## config.mk

```make
export PLATFORM = sky130hd
export DESIGN_NAME = antares_bus_demux_1_2_flat
export DESIGN_NICKNAME = d
export VERILOG_FILES = /design/src/rtl/antares_bus_pkg.sv /design/src/rtl/antares_bus_demux_1_2_if.sv /design/src/rtl/antares_bus_timeout.sv /design/src/rtl/antares_bus_demux_1_2.sv /design/src/flat_wrapper.sv
export SDC_FILE = /design/constraint.sdc
export NUM_CORES = 1
export LEC_CHECK = 0
export BUFFER_PORTS_ARGS = -buffer_cell sky130_fd_sc_hd__buf_2
export CAP_MARGIN = 25
export CORE_AREA = 2 2 122 124
export CTS_CLUSTER_SIZE = 30
export DETAILED_ROUTE_END_ITERATION = 7
export DIE_AREA = 0 0 124 126
export PLACE_DENSITY = 0.77
export SLEW_MARGIN = 20
export SYNTH_ARGS = -nofsm -noshare
export SYNTH_HDL_FRONTEND = slang
export SYNTH_SLANG_ARGS = --single-unit
```

## constraint.sdc

```tcl
create_clock -name clk -period 3.3 [get_ports clk]
set_input_delay 0.33 -clock clk [delete_from_list [all_inputs] [get_ports clk]]
set_output_delay 0.33 -clock clk [all_outputs]
set_load 0.01 [all_outputs]
```

## src/rtl/antares_bus_pkg.sv

```systemverilog
// Shared definitions for the antares bus bridges: FSM encoding and region/timeout defaults.
package antares_bus_pkg;

  typedef enum logic {
    StIdle = 1'b0,
    StBusy = 1'b1
  } bus_state_e;

  localparam logic [31:0] S1_BASE_DEFAULT = 32'h1000_0000;
  localparam logic [31:0] S1_MASK_DEFAULT = 32'hF000_0000;
  localparam int unsigned TIMEOUT_DEFAULT = 255;

  // Width of the per-transaction timeout counter.
  localparam int unsigned TIMEOUT_CNT_WIDTH = 8;

endpackage

```

## src/rtl/antares_bus_demux_1_2_if.sv

```systemverilog
// Simple request/ready bus: the master issues address/data/strobes, the slave answers with
// read data, a one-cycle ready and an error flag qualified by ready.
interface antares_bus_demux_1_2_if #(
  parameter int unsigned ADDR_WIDTH = 32,
  parameter int unsigned DATA_WIDTH = 32
);
  logic [ADDR_WIDTH-1:0]   address;
  logic [DATA_WIDTH-1:0]   wr_data;
  logic [DATA_WIDTH/8-1:0] wr;
  logic                    rd;
  logic [DATA_WIDTH-1:0]   rd_data;
  logic                    ready;
  logic                    error;

  modport master (
    output address, wr_data, wr, rd,
    input  rd_data, ready, error
  );

  modport slave (
    input  address, wr_data, wr, rd,
    output rd_data, ready, error
  );
endinterface

```

## src/rtl/antares_bus_timeout.sv

```systemverilog
// Saturating busy-cycle counter; hit_o flags the last cycle allowed before a timeout.
module antares_bus_timeout
  import antares_bus_pkg::*;
#(
  parameter int unsigned Timeout = TIMEOUT_DEFAULT
) (
  input  logic clk,
  input  logic rst_n,
  input  logic clear_i,
  input  logic enable_i,
  output logic hit_o
);

  localparam logic [TIMEOUT_CNT_WIDTH-1:0] CntMax = '1;
  localparam logic [TIMEOUT_CNT_WIDTH-1:0] HitVal = TIMEOUT_CNT_WIDTH'(Timeout - 1);

  logic [TIMEOUT_CNT_WIDTH-1:0] cnt_q, cnt_d;

  // Clear wins over count; counting stops at all-ones.
  always_comb begin
    cnt_d = cnt_q;
    if (clear_i) begin
      cnt_d = '0;
    end else if (enable_i && (cnt_q != CntMax)) begin
      cnt_d = cnt_q + 1'b1;
    end
  end

  // Counter register.
  always_ff @(posedge clk or negedge rst_n) begin
    if (!rst_n) begin
      cnt_q <= '0;
    end else begin
      cnt_q <= cnt_d;
    end
  end

  assign hit_o = (cnt_q == HitVal);

endmodule

```

## src/rtl/antares_bus_demux_1_2.sv

```systemverilog
// One master to two slaves. Requests are latched into the selected slave's output registers;
// slave 1 is the mask/base-matched region, slave 0 everything else. A stuck access is
// terminated with an error after TIMEOUT busy cycles.
module antares_bus_demux_1_2
  import antares_bus_pkg::*;
#(
  parameter int unsigned           ADDR_WIDTH = 32,
  parameter int unsigned           DATA_WIDTH = 32,
  parameter logic [ADDR_WIDTH-1:0] S1_BASE    = ADDR_WIDTH'(S1_BASE_DEFAULT),
  parameter logic [ADDR_WIDTH-1:0] S1_MASK    = ADDR_WIDTH'(S1_MASK_DEFAULT),
  parameter int unsigned           TIMEOUT    = TIMEOUT_DEFAULT
) (
  input  logic                    clk,
  input  logic                    rst_n,
  antares_bus_demux_1_2_if.slave  m_bus,
  antares_bus_demux_1_2_if.master s0_bus,
  antares_bus_demux_1_2_if.master s1_bus
);

  localparam int unsigned StrbWidth = DATA_WIDTH / 8;

  bus_state_e state_q, state_d;
  logic       sel_q, sel_d;

  logic [ADDR_WIDTH-1:0] s0_addr_q, s0_addr_d, s1_addr_q, s1_addr_d;
  logic [DATA_WIDTH-1:0] s0_data_q, s0_data_d, s1_data_q, s1_data_d;
  logic [StrbWidth-1:0]  s0_wr_q, s0_wr_d, s1_wr_q, s1_wr_d;
  logic                  s0_rd_q, s0_rd_d, s1_rd_q, s1_rd_d;

  logic req, hit, accept, busy, sel_ready, to_hit, done;

  assign req       = m_bus.rd | (|m_bus.wr);
  assign hit       = ((m_bus.address & S1_MASK) == S1_BASE);
  assign busy      = (state_q == StBusy);
  assign accept    = (state_q == StIdle) & req;
  // Only the selected slave's ready counts; the other one is ignored entirely.
  assign sel_ready = sel_q ? s1_bus.ready : s0_bus.ready;
  assign done      = busy & (sel_ready | to_hit);

  antares_bus_timeout #(
    .Timeout(TIMEOUT)
  ) u_timeout (
    .clk     (clk),
    .rst_n   (rst_n),
    .clear_i (accept),
    .enable_i(busy),
    .hit_o   (to_hit)
  );

  // FSM state register.
  always_ff @(posedge clk or negedge rst_n) begin
    if (!rst_n) begin
      state_q <= StIdle;
    end else begin
      state_q <= state_d;
    end
  end

  // FSM next state.
  always_comb begin
    state_d = state_q;
    unique case (state_q)
      StIdle:  if (req)  state_d = StBusy;
      StBusy:  if (done) state_d = StIdle;
      default: state_d = StIdle;
    endcase
  end

  // Master response; ready beats timeout when both land in the same cycle.
  always_comb begin
    m_bus.ready   = 1'b0;
    m_bus.error   = 1'b0;
    m_bus.rd_data = '0;
    unique case (state_q)
      StBusy: begin
        if (sel_ready) begin
          m_bus.ready   = 1'b1;
          m_bus.rd_data = sel_q ? s1_bus.rd_data : s0_bus.rd_data;
        end else if (to_hit) begin
          m_bus.ready = 1'b1;
          m_bus.error = 1'b1;
        end
      end
      default: ;
    endcase
  end

  // Request latching: load the chosen slave on accept, drop its strobes on completion.
  // The unselected slave keeps its last address/data and has idle strobes.
  always_comb begin
    sel_d     = sel_q;
    s0_addr_d = s0_addr_q;
    s0_data_d = s0_data_q;
    s0_wr_d   = s0_wr_q;
    s0_rd_d   = s0_rd_q;
    s1_addr_d = s1_addr_q;
    s1_data_d = s1_data_q;
    s1_wr_d   = s1_wr_q;
    s1_rd_d   = s1_rd_q;
    if (accept) begin
      sel_d = hit;
      if (hit) begin
        s1_addr_d = m_bus.address;
        s1_data_d = m_bus.wr_data;
        s1_wr_d   = m_bus.wr;
        s1_rd_d   = m_bus.rd;
      end else begin
        s0_addr_d = m_bus.address;
        s0_data_d = m_bus.wr_data;
        s0_wr_d   = m_bus.wr;
        s0_rd_d   = m_bus.rd;
      end
    end else if (done) begin
      if (sel_q) begin
        s1_wr_d = '0;
        s1_rd_d = 1'b0;
      end else begin
        s0_wr_d = '0;
        s0_rd_d = 1'b0;
      end
    end
  end

  // Request path registers.
  always_ff @(posedge clk or negedge rst_n) begin
    if (!rst_n) begin
      sel_q     <= 1'b0;
      s0_addr_q <= '0;
      s0_data_q <= '0;
      s0_wr_q   <= '0;
      s0_rd_q   <= 1'b0;
      s1_addr_q <= '0;
      s1_data_q <= '0;
      s1_wr_q   <= '0;
      s1_rd_q   <= 1'b0;
    end else begin
      sel_q     <= sel_d;
      s0_addr_q <= s0_addr_d;
      s0_data_q <= s0_data_d;
      s0_wr_q   <= s0_wr_d;
      s0_rd_q   <= s0_rd_d;
      s1_addr_q <= s1_addr_d;
      s1_data_q <= s1_data_d;
      s1_wr_q   <= s1_wr_d;
      s1_rd_q   <= s1_rd_d;
    end
  end

  assign s0_bus.address = s0_addr_q;
  assign s0_bus.wr_data = s0_data_q;
  assign s0_bus.wr      = s0_wr_q;
  assign s0_bus.rd      = s0_rd_q;
  assign s1_bus.address = s1_addr_q;
  assign s1_bus.wr_data = s1_data_q;
  assign s1_bus.wr      = s1_wr_q;
  assign s1_bus.rd      = s1_rd_q;

endmodule

```

## src/flat_wrapper.sv

```systemverilog
// flat-port wrapper written by rule: the top's interface ports become plain ports
module antares_bus_demux_1_2_flat import antares_bus_pkg::*;
#(
  parameter int unsigned           ADDR_WIDTH = 32,
  parameter int unsigned           DATA_WIDTH = 32,
  parameter logic [ADDR_WIDTH-1:0] S1_BASE    = ADDR_WIDTH'(S1_BASE_DEFAULT),
  parameter logic [ADDR_WIDTH-1:0] S1_MASK    = ADDR_WIDTH'(S1_MASK_DEFAULT),
  parameter int unsigned           TIMEOUT    = TIMEOUT_DEFAULT
)
  (clk, rst_n, m_bus_address, m_bus_wr_data, m_bus_wr, m_bus_rd, m_bus_rd_data, m_bus_ready, m_bus_error, s0_bus_address, s0_bus_wr_data, s0_bus_wr, s0_bus_rd, s0_bus_rd_data, s0_bus_ready, s0_bus_error, s1_bus_address, s1_bus_wr_data, s1_bus_wr, s1_bus_rd, s1_bus_rd_data, s1_bus_ready, s1_bus_error);
  antares_bus_demux_1_2_if #(.ADDR_WIDTH(ADDR_WIDTH), .DATA_WIDTH(DATA_WIDTH)) m_bus_i ();
  antares_bus_demux_1_2_if #(.ADDR_WIDTH(ADDR_WIDTH), .DATA_WIDTH(DATA_WIDTH)) s0_bus_i ();
  antares_bus_demux_1_2_if #(.ADDR_WIDTH(ADDR_WIDTH), .DATA_WIDTH(DATA_WIDTH)) s1_bus_i ();
  input  logic clk;
  input  logic rst_n;
  input wire logic [$bits(m_bus_i.address)-1:0] m_bus_address;
  input wire logic [$bits(m_bus_i.wr_data)-1:0] m_bus_wr_data;
  input wire logic [$bits(m_bus_i.wr)-1:0] m_bus_wr;
  input wire logic [$bits(m_bus_i.rd)-1:0] m_bus_rd;
  output wire logic [$bits(m_bus_i.rd_data)-1:0] m_bus_rd_data;
  output wire logic [$bits(m_bus_i.ready)-1:0] m_bus_ready;
  output wire logic [$bits(m_bus_i.error)-1:0] m_bus_error;
  output wire logic [$bits(s0_bus_i.address)-1:0] s0_bus_address;
  output wire logic [$bits(s0_bus_i.wr_data)-1:0] s0_bus_wr_data;
  output wire logic [$bits(s0_bus_i.wr)-1:0] s0_bus_wr;
  output wire logic [$bits(s0_bus_i.rd)-1:0] s0_bus_rd;
  input wire logic [$bits(s0_bus_i.rd_data)-1:0] s0_bus_rd_data;
  input wire logic [$bits(s0_bus_i.ready)-1:0] s0_bus_ready;
  input wire logic [$bits(s0_bus_i.error)-1:0] s0_bus_error;
  output wire logic [$bits(s1_bus_i.address)-1:0] s1_bus_address;
  output wire logic [$bits(s1_bus_i.wr_data)-1:0] s1_bus_wr_data;
  output wire logic [$bits(s1_bus_i.wr)-1:0] s1_bus_wr;
  output wire logic [$bits(s1_bus_i.rd)-1:0] s1_bus_rd;
  input wire logic [$bits(s1_bus_i.rd_data)-1:0] s1_bus_rd_data;
  input wire logic [$bits(s1_bus_i.ready)-1:0] s1_bus_ready;
  input wire logic [$bits(s1_bus_i.error)-1:0] s1_bus_error;
  assign m_bus_i.address = m_bus_address;
  assign m_bus_i.wr_data = m_bus_wr_data;
  assign m_bus_i.wr = m_bus_wr;
  assign m_bus_i.rd = m_bus_rd;
  assign m_bus_rd_data = m_bus_i.rd_data;
  assign m_bus_ready = m_bus_i.ready;
  assign m_bus_error = m_bus_i.error;
  assign s0_bus_address = s0_bus_i.address;
  assign s0_bus_wr_data = s0_bus_i.wr_data;
  assign s0_bus_wr = s0_bus_i.wr;
  assign s0_bus_rd = s0_bus_i.rd;
  assign s0_bus_i.rd_data = s0_bus_rd_data;
  assign s0_bus_i.ready = s0_bus_ready;
  assign s0_bus_i.error = s0_bus_error;
  assign s1_bus_address = s1_bus_i.address;
  assign s1_bus_wr_data = s1_bus_i.wr_data;
  assign s1_bus_wr = s1_bus_i.wr;
  assign s1_bus_rd = s1_bus_i.rd;
  assign s1_bus_i.rd_data = s1_bus_rd_data;
  assign s1_bus_i.ready = s1_bus_ready;
  assign s1_bus_i.error = s1_bus_error;
  antares_bus_demux_1_2 #(.ADDR_WIDTH(ADDR_WIDTH), .DATA_WIDTH(DATA_WIDTH), .S1_BASE(S1_BASE), .S1_MASK(S1_MASK), .TIMEOUT(TIMEOUT)) u_core (.clk(clk), .rst_n(rst_n), .m_bus(m_bus_i), .s0_bus(s0_bus_i), .s1_bus(s1_bus_i));
endmodule
```

==> flow_metrics.tcl, run 1 <==
set metrics [dict create \
    drt_pass1_iterations 4 \
    row_count 44 \
    grt_max_degree 79 \
    synth_top_area_frac 0.5914 \
    ys_top_cells_by_area "dfrtp_1, mux2_2, mux2i_1" \
    dp_hpwl_um 13440 \
    pin_count 311 \
    n_fill_cell 1163 \
    grt_remaining_overflow 0 \
    syn_to_final_growth_pct 35.32 \
    startpoint_type "flop" \
    worstHoldEndpoint "u_core.s0_bus.address[3]" \
    cts_num_sinks 148 \
    ff_latch_area_mm2 0.003705 \
    clock_latency_ps 410 \
    place_area_mm2 0.007890 \
    reg2reg_from "u_core.busy" \
    pre_cts_slack_ps 787.4 \
    synth_seq_cells 148 \
    yosys_warnings 0 \
    final_cell_area_mm2 0.008474 \
    multi_input_area_mm2 0.002338 \
    drt_first_iter_violations 169 \
    vdd_drop_max_mv 0.4349 \
    netlist_instances 436 \
    crit_fanout 65 \
    crit_required_ps 3600 \
    grt_usage 0.2273 \
    drcViolationCount 0 \
    worst_slack_ps 895.4 \
    syn_nets 577 \
    netlist_area_mm2 0.006262 \
    synthDistinctLibCells 35 \
    outcome "finished clean" \
    met1_usage 0.2324 \
    layout-drive-gt1-share 0.6252 \
    power_density_mw_per_mm2 688.3 \
    hold_start "m_bus_address[3]" \
    min_period_ps 2405 \
    drv_cap 0 \
    cts-root-buf "clkbuf_16" \
    min_period_over_period 0.7287 \
    setup_violations 0 \
    hold_depth 2 \
    finalSetupTns_ps 0 \
    met2_usage 0.3885 \
    tightest_slew_ps 966.4 \
    wire_per_inst_um 18.87 \
    dieArea_mm2 0.01562 \
    tritoncts "done" \
    worst-r2r-cell-count 4 \
    slew_viol_final 0 \
    grt_pass1_vias 5003 \
    num_vias 4825 \
    gr-usage-met3 0.1268 \
    yosysTopAreaCell "dfrtp_1" \
    syn_area_per_cell_um2 14.36 \
    max-clock-path-buffers 2 \
    wl_um 17800 \
    routed_via_density 5.117 \
    hold_class "in -> reg" \
    leakagePower_nw 4.269 \
    r2r_setup_slack_ps 900 \
    start_util 0.4375 \
    fp.dieW_um 124 \
    cts_inserted_buffers 17 \
    port_buffers 308 \
    rsz0062_at_grt "no" \
    max_freq_ghz 0.4159 \
    place.gp.congestion 0.9810 \
    grt_pass1_wl_um 26380 \
    cts-htree-levels 4 \
    antenna_found_initial 10 \
    hold_violations 0 \
    clkTransAtPathRegs_ps 60 \
    end_kind "flop" \
    postRouteAntennaNets 0 \
    arrival_ps 2700 \
    worstSetupPathType "reg -> reg" \
    skew_ps 5.518 \
    nets 886 \
    seq_area_frac_synth 0.5914 \
    reg2reg_to "u_core.s0_bus.wr[2]" \
    die_y_um 126 \
    fp.coreArea_mm2 0.01431 \
    busiest_layer "met2" \
    relSlewSlack 0.3558 \
]
[cells in the final DEF (no fill, tap or decap), types with 2 or more instances in the layout]
| cell type | netlist | layout |
|---|---|---|
| mux2i_1 | 32 | 32 |
| and2_1 | 4 | 4 |
| mux2_4 | 2 | 2 |
| buf_2 | 3 | 307 |
| o211ai_1 | 2 | 2 |
| nor2_1 | 37 | 37 |
| nand2b_1 | 4 | 2 |
| nand2_1 | 6 | 6 |
| clkinvlp_4 | 0 | 4 |
| nand2b_4 | 0 | 2 |
| clkinv_2 | 0 | 2 |
| a22o_1 | 2 | 2 |
| a21oi_1 | 6 | 6 |
| o21ai_0 | 5 | 5 |
| mux2_2 | 120 | 120 |
| buf_4 | 2 | 5 |
| ha_1 | 2 | 2 |
| nand4_1 | 4 | 4 |
| and3_1 | 2 | 2 |
| clkbuf_8 | 0 | 3 |
| a32o_1 | 10 | 10 |
| diode_2 | 0 | 4 |
| nor3_1 | 4 | 4 |
| inv_1 | 3 | 3 |
| clkbuf_16 | 0 | 17 |
| dfrtp_1 | 148 | 147 |
| nand3_1 | 7 | 7 |
[timing repair]
action / in CTS / in global routing
endpoints found under the hold margin: 75 / 0
gates resized for setup: 0 / 0
setup buffers: 0 / 0
hold buffers: 1 / 0
[layout make-up]
| cell class | instances | share of cell area |
|---|---|---|
| Antenna cell | 4 | 0.001181 |
| Clock buffer | 21 | 0.05551 |
| Clock inverter | 8 | 0.009302 |
| Inverter | 3 | 0.001329 |
| Multi-Input combinational cell | 259 | 0.2759 |
| Sequential cell | 148 | 0.4372 |
| Tap cell | 184 | 0.02717 |
| Timing Repair Buffer | 316 | 0.1924 |
[per-layer routing]
layer	wire length, µm	up-vias
met3	2254	42
met4	327	10
met2	8771	245
li1	-	2186
met5	63	-
met1	6381	2342
[registers in the layout, summed over array words and instances (netlist names)]
| register | cells |
|---|---|
| u_core.s0_bus.wr_data | 32 |
| u_core.sel_q | 1 |
| u_core.s0_bus.address | 32 |
| u_core.s1_bus.address | 32 |
| u_core.s1_bus.wr_data | 32 |
| u_core.s1_bus.rd | 1 |
| u_core.busy | 1 |
| u_core.s0_bus.rd | 1 |
| u_core.s0_bus.wr | 4 |
| u_core.u_timeout.cnt_q | 8 |
| u_core.s1_bus.wr | 4 |
[per-stage QoR]
| stage | hold slack (ps) | std cells | power [W] | util |
|---|---|---|---|---|
| floorplan | 34.41 | 436 | 0.003319 | - |
| global placement | 396.4 | 908 | 0.003981 | 0.5512 |
| detailed placement | 417.4 | 908 | 0.004057 | 0.5512 |
| CTS | 136.1 | 938 | 0.005881 | 0.5903 |
| global route | 142.5 | 941 | 0.006126 | 0.5917 |
| finish | 156.0 | 943 | 0.005833 | 0.5920 |
[synth_stat cells, drive strengths merged]
library cell,number
dfrtp,148
mux2,122
nor2,37
mux2i,32
buf,22
a32o,10
nand3,7
a21oi,6
nand2,6
nor3,5
o21ai,5
and2,4
clkbuf,4
nand2b,4
nand4,4
inv,3
a22o,2
and3,2
ha,2
o211ai,2
a211oi,1
a31oi,1
a41o,1
and4,1
nor4b,1
o2bb2ai,1
o31ai,1
or3,1
xnor2,1
[worst max-delay path: stages (launching register included)]
cell and delay (ps):
dfrtp_1 500, nor2_1 500, nand2b_4 630, buf_4 400, a32o_1 250
[worst max-delay path by stage]
| stage | cells past startpoint | to | slack (ps) | startpoint |
|---|---|---|---|---|
| 2_1_floorplan | 7 | u_core.s0_bus.wr_data[29] | 1490 | m_bus_wr[0] |
| 3_3_place_gp | 5 | u_core.s0_bus.address[11] | 840 | m_bus_wr[0] |
| 3_5_place_dp | 5 | u_core.s0_bus.address[5] | 790 | m_bus_wr[0] |
| 4_1_cts | 4 | m_bus_rd_data[10] | 690 | u_core.sel_q |
| 5_1_grt | 4 | u_core.s0_bus.address[31] | 760 | u_core.busy |
| 6_report | 4 | u_core.s0_bus.wr[2] | 900 | u_core.busy |
[cells by family after synthesis]
kind of cell / after synthesis / synth area share
compound gates: 30 / 0.03716
xor+xnor: 1 / 0.001399
fa+ha+maj: 2 / 0.003995
buf+inv: 29 / 0.03756
flops: 148 / 0.5914
mux: 154 / 0.2717
simple gates: 72 / 0.05674
[report_power, final]
group | total (W) | switching, W | internal (W)
combinational | 0.00151 | 0.000749 | 0.000759
clock | 0.00180 | 0.000722 | 0.00108
sequential | 0.00252 | 0.000265 | 0.00226
(Power assumes the default switching activity.)
==> run 2: changes to the inputs <==
--- a/config.mk
+++ b/config.mk
@@ -7,10 +7,10 @@
 export LEC_CHECK = 0
 export BUFFER_PORTS_ARGS = -buffer_cell sky130_fd_sc_hd__buf_2
 export CAP_MARGIN = 25
-export CORE_AREA = 2 2 122 124
+export CORE_MARGIN = 2
+export CORE_UTILIZATION = 42
 export CTS_CLUSTER_SIZE = 30
 export DETAILED_ROUTE_END_ITERATION = 7
-export DIE_AREA = 0 0 124 126
 export PLACE_DENSITY = 0.77
 export SLEW_MARGIN = 20
 export SYNTH_ARGS = -nofsm -noshare
==> constraint.sdc (replaced) <==
create_clock -name clk -period 2.2 [get_ports clk]
set_input_delay 0.22 -clock clk [delete_from_list [all_inputs] [get_ports clk]]
set_output_delay 0.22 -clock clk [all_outputs]
set_load 0.01 [all_outputs]
==> flow_metrics.tcl, run 2 (same netlist as run 1, synthesis figures left out) <==
set metrics [dict create \
    pin_count 311 \
    place_area_mm2 0.008053 \
    place.gp.congestion 0.9709 \
    vdd_drop_max_mv 0.7822 \
    start_util 0.4309 \
    min_period_over_period 0.9511 \
    grt_max_degree 61 \
    port_buffers 308 \
    power_frac_seq 0.422 \
    num_vias 4825 \
    hold_violations 0 \
    skew_ps 12.80 \
    drt_first_iter_violations 264 \
    nets 895 \
    grt_remaining_overflow 0 \
    worst-r2r-cell-count 4 \
    slew_viol_final 0 \
    cts-root-buf "clkbuf_16" \
    startpoint_type "flop" \
    crit_required_ps 1980 \
    n_fill_cell 1165 \
    die_y_um 126.1 \
    internal-power_w 0.006182 \
    finalSetupTns_ps 0 \
    comb_power_share 0.260 \
    tightest_slew_ps 544.0 \
    grt_usage 0.2230 \
    wl_um 17760 \
    row_count 44 \
    reg2reg_to "u_core.s0_bus.address[15]" \
    clkTransAtPathRegs_ps 70 \
    wire_per_inst_um 18.68 \
    worstHoldEndpoint "u_core.s0_bus.address[4]" \
    reg2reg_from "u_core.busy" \
    cts-htree-levels 4 \
    cts_inserted_buffers 17 \
    max-clock-path-buffers 2 \
    grt_pass1_wl_um 27320 \
    drv_cap 0 \
    postRouteAntennaNets 0 \
    diodes 0 \
    clockPowerShare 0.317 \
    whs_ps 38.51 \
    rsz0062_at_grt "no" \
    r2r_setup_slack_ps 340 \
    switching_power_w 0.002776 \
    clock_latency_ps 420 \
    hold_class "in -> reg" \
    grt_pass1_vias 5147 \
    hold_start "m_bus_address[4]" \
    sw_frac_of_total 0.3099 \
    leakagePower_nw 4.374 \
    power_density_mw_per_mm2 1036 \
    final_cell_mix "buf_2, dfrtp_1, mux2_2" \
    drt_pass1_iterations 4 \
    outcome "finished clean" \
    dp_hpwl_um 13510 \
    max_freq_ghz 0.4779 \
    worstSetupPathType "reg -> out" \
    final_cell_area_mm2 0.008651 \
    layout-drive-gt1-share 0.6336 \
    tritoncts "done" \
    cts_num_sinks 148 \
    fp.dieW_um 126.1 \
    drcViolationCount 0 \
    min_period_ps 2092 \
    end_kind "primary output" \
    layout_commonest_cell "buf_2" \
    syn_to_final_growth_pct 38.14 \
    fp.coreArea_mm2 0.01453 \
    dieArea_mm2 0.01590 \
    antenna_found_initial 0 \
    hold_depth 2 \
    relSlewSlack 0.6374 \
    setup_violations 0 \
    crit_fanout 32 \
    routed_via_density 5.074 \
    arrival_ps 1870 \
]
[run 2: cell types whose count changed in the layout (fill, tap and decap cells not counted), sizes merged]
| cell | before | now |
|---|---|---|
| buf | 315 | 324 |
| clkbuf | 21 | 18 |
| clkinv | 2 | 5 |
| clkinvlp | 4 | 1 |
| inv | 4 | 10 |
| diode | 4 | 0 |
[run 2: final cells by class]
type | count | area, µm² | area share
clock buffers | 18 | 439.2 | 0.05077
clock inverters | 14 | 142.6 | 0.01649
inverters | 3 | 11.26 | 0.001302
multi-input cells | 259 | 2345 | 0.2710
flip-flops and latches | 148 | 3705 | 0.4283
well taps | 184 | 230.2 | 0.02661
repair buffers | 325 | 1778 | 0.2055
[run 2: power by group through the flow]
stage / Sequential, W / Clock [W] / Combinational [W]
5_1_grt: 0.00387 / 0.00301 / 0.00251
4_1_cts: 0.00378 / 0.00290 / 0.00236
3_5_place_dp: 0.00381 / 0 / 0.00235
2_1_floorplan: 0.00406 / 0 / 0.000923
6_report: 0.00378 / 0.00284 / 0.00233
3_3_place_gp: 0.00376 / 0 / 0.00228
[run 2: how the worst max path moves through the flow]
stage | startpoint | to | slack (ps) | cells after the start
floorplan | m_bus_wr[0] | u_core.s0_bus.wr_data[29] | 500 | 7
global placement | m_bus_address[29] | u_core.s1_bus.wr[1] | 260 | 7
detailed placement | m_bus_wr[0] | u_core.s1_bus.address[6] | 240 | 6
CTS | u_core.sel_q | m_bus_rd_data[15] | 90 | 4
global route | u_core.sel_q | m_bus_rd_data[15] | 50 | 5
finish | u_core.sel_q | m_bus_rd_data[12] | 110 | 5
[run 2: worst max-delay path, stage by stage, from the launching register on]
cell	delay, ps
dfrtp_2	400
mux2_2	260
nand2_1	60
buf_4	240
nor2_1	300
buf_2	200
[run 2: per-stage QoR]
step / total power [W] / setup slack (ps) / utilization / instances
4_1_cts: 0.009043 / 88.07 / 0.5948 / 951
6_report: 0.008958 / 107.6 / 0.5952 / 951
5_1_grt: 0.009385 / 49.93 / 0.5952 / 951
3_3_place_gp: 0.006040 / 258.1 / 0.5541 / 918
3_5_place_dp: 0.006161 / 239.2 / 0.5541 / 918
2_1_floorplan: 0.004979 / 499.0 / - / 436
[run 2: repair_timing]
action,CTS,global route
gates resized for setup,0,1
hold buffers,1,0
hold endpoints to repair,58,0
endpoints found under the setup margin,0,1
setup buffers,0,0
[run 2: per-layer routing]
layer	global-route usage	vias up	part of all wire
met2	0.4292	222	0.56
met3	0.07052	22	0.069
met1	0.2231	2370	0.35
li1	-	2211	-
met4	0.08016	0	0.021
met5	0	-	0
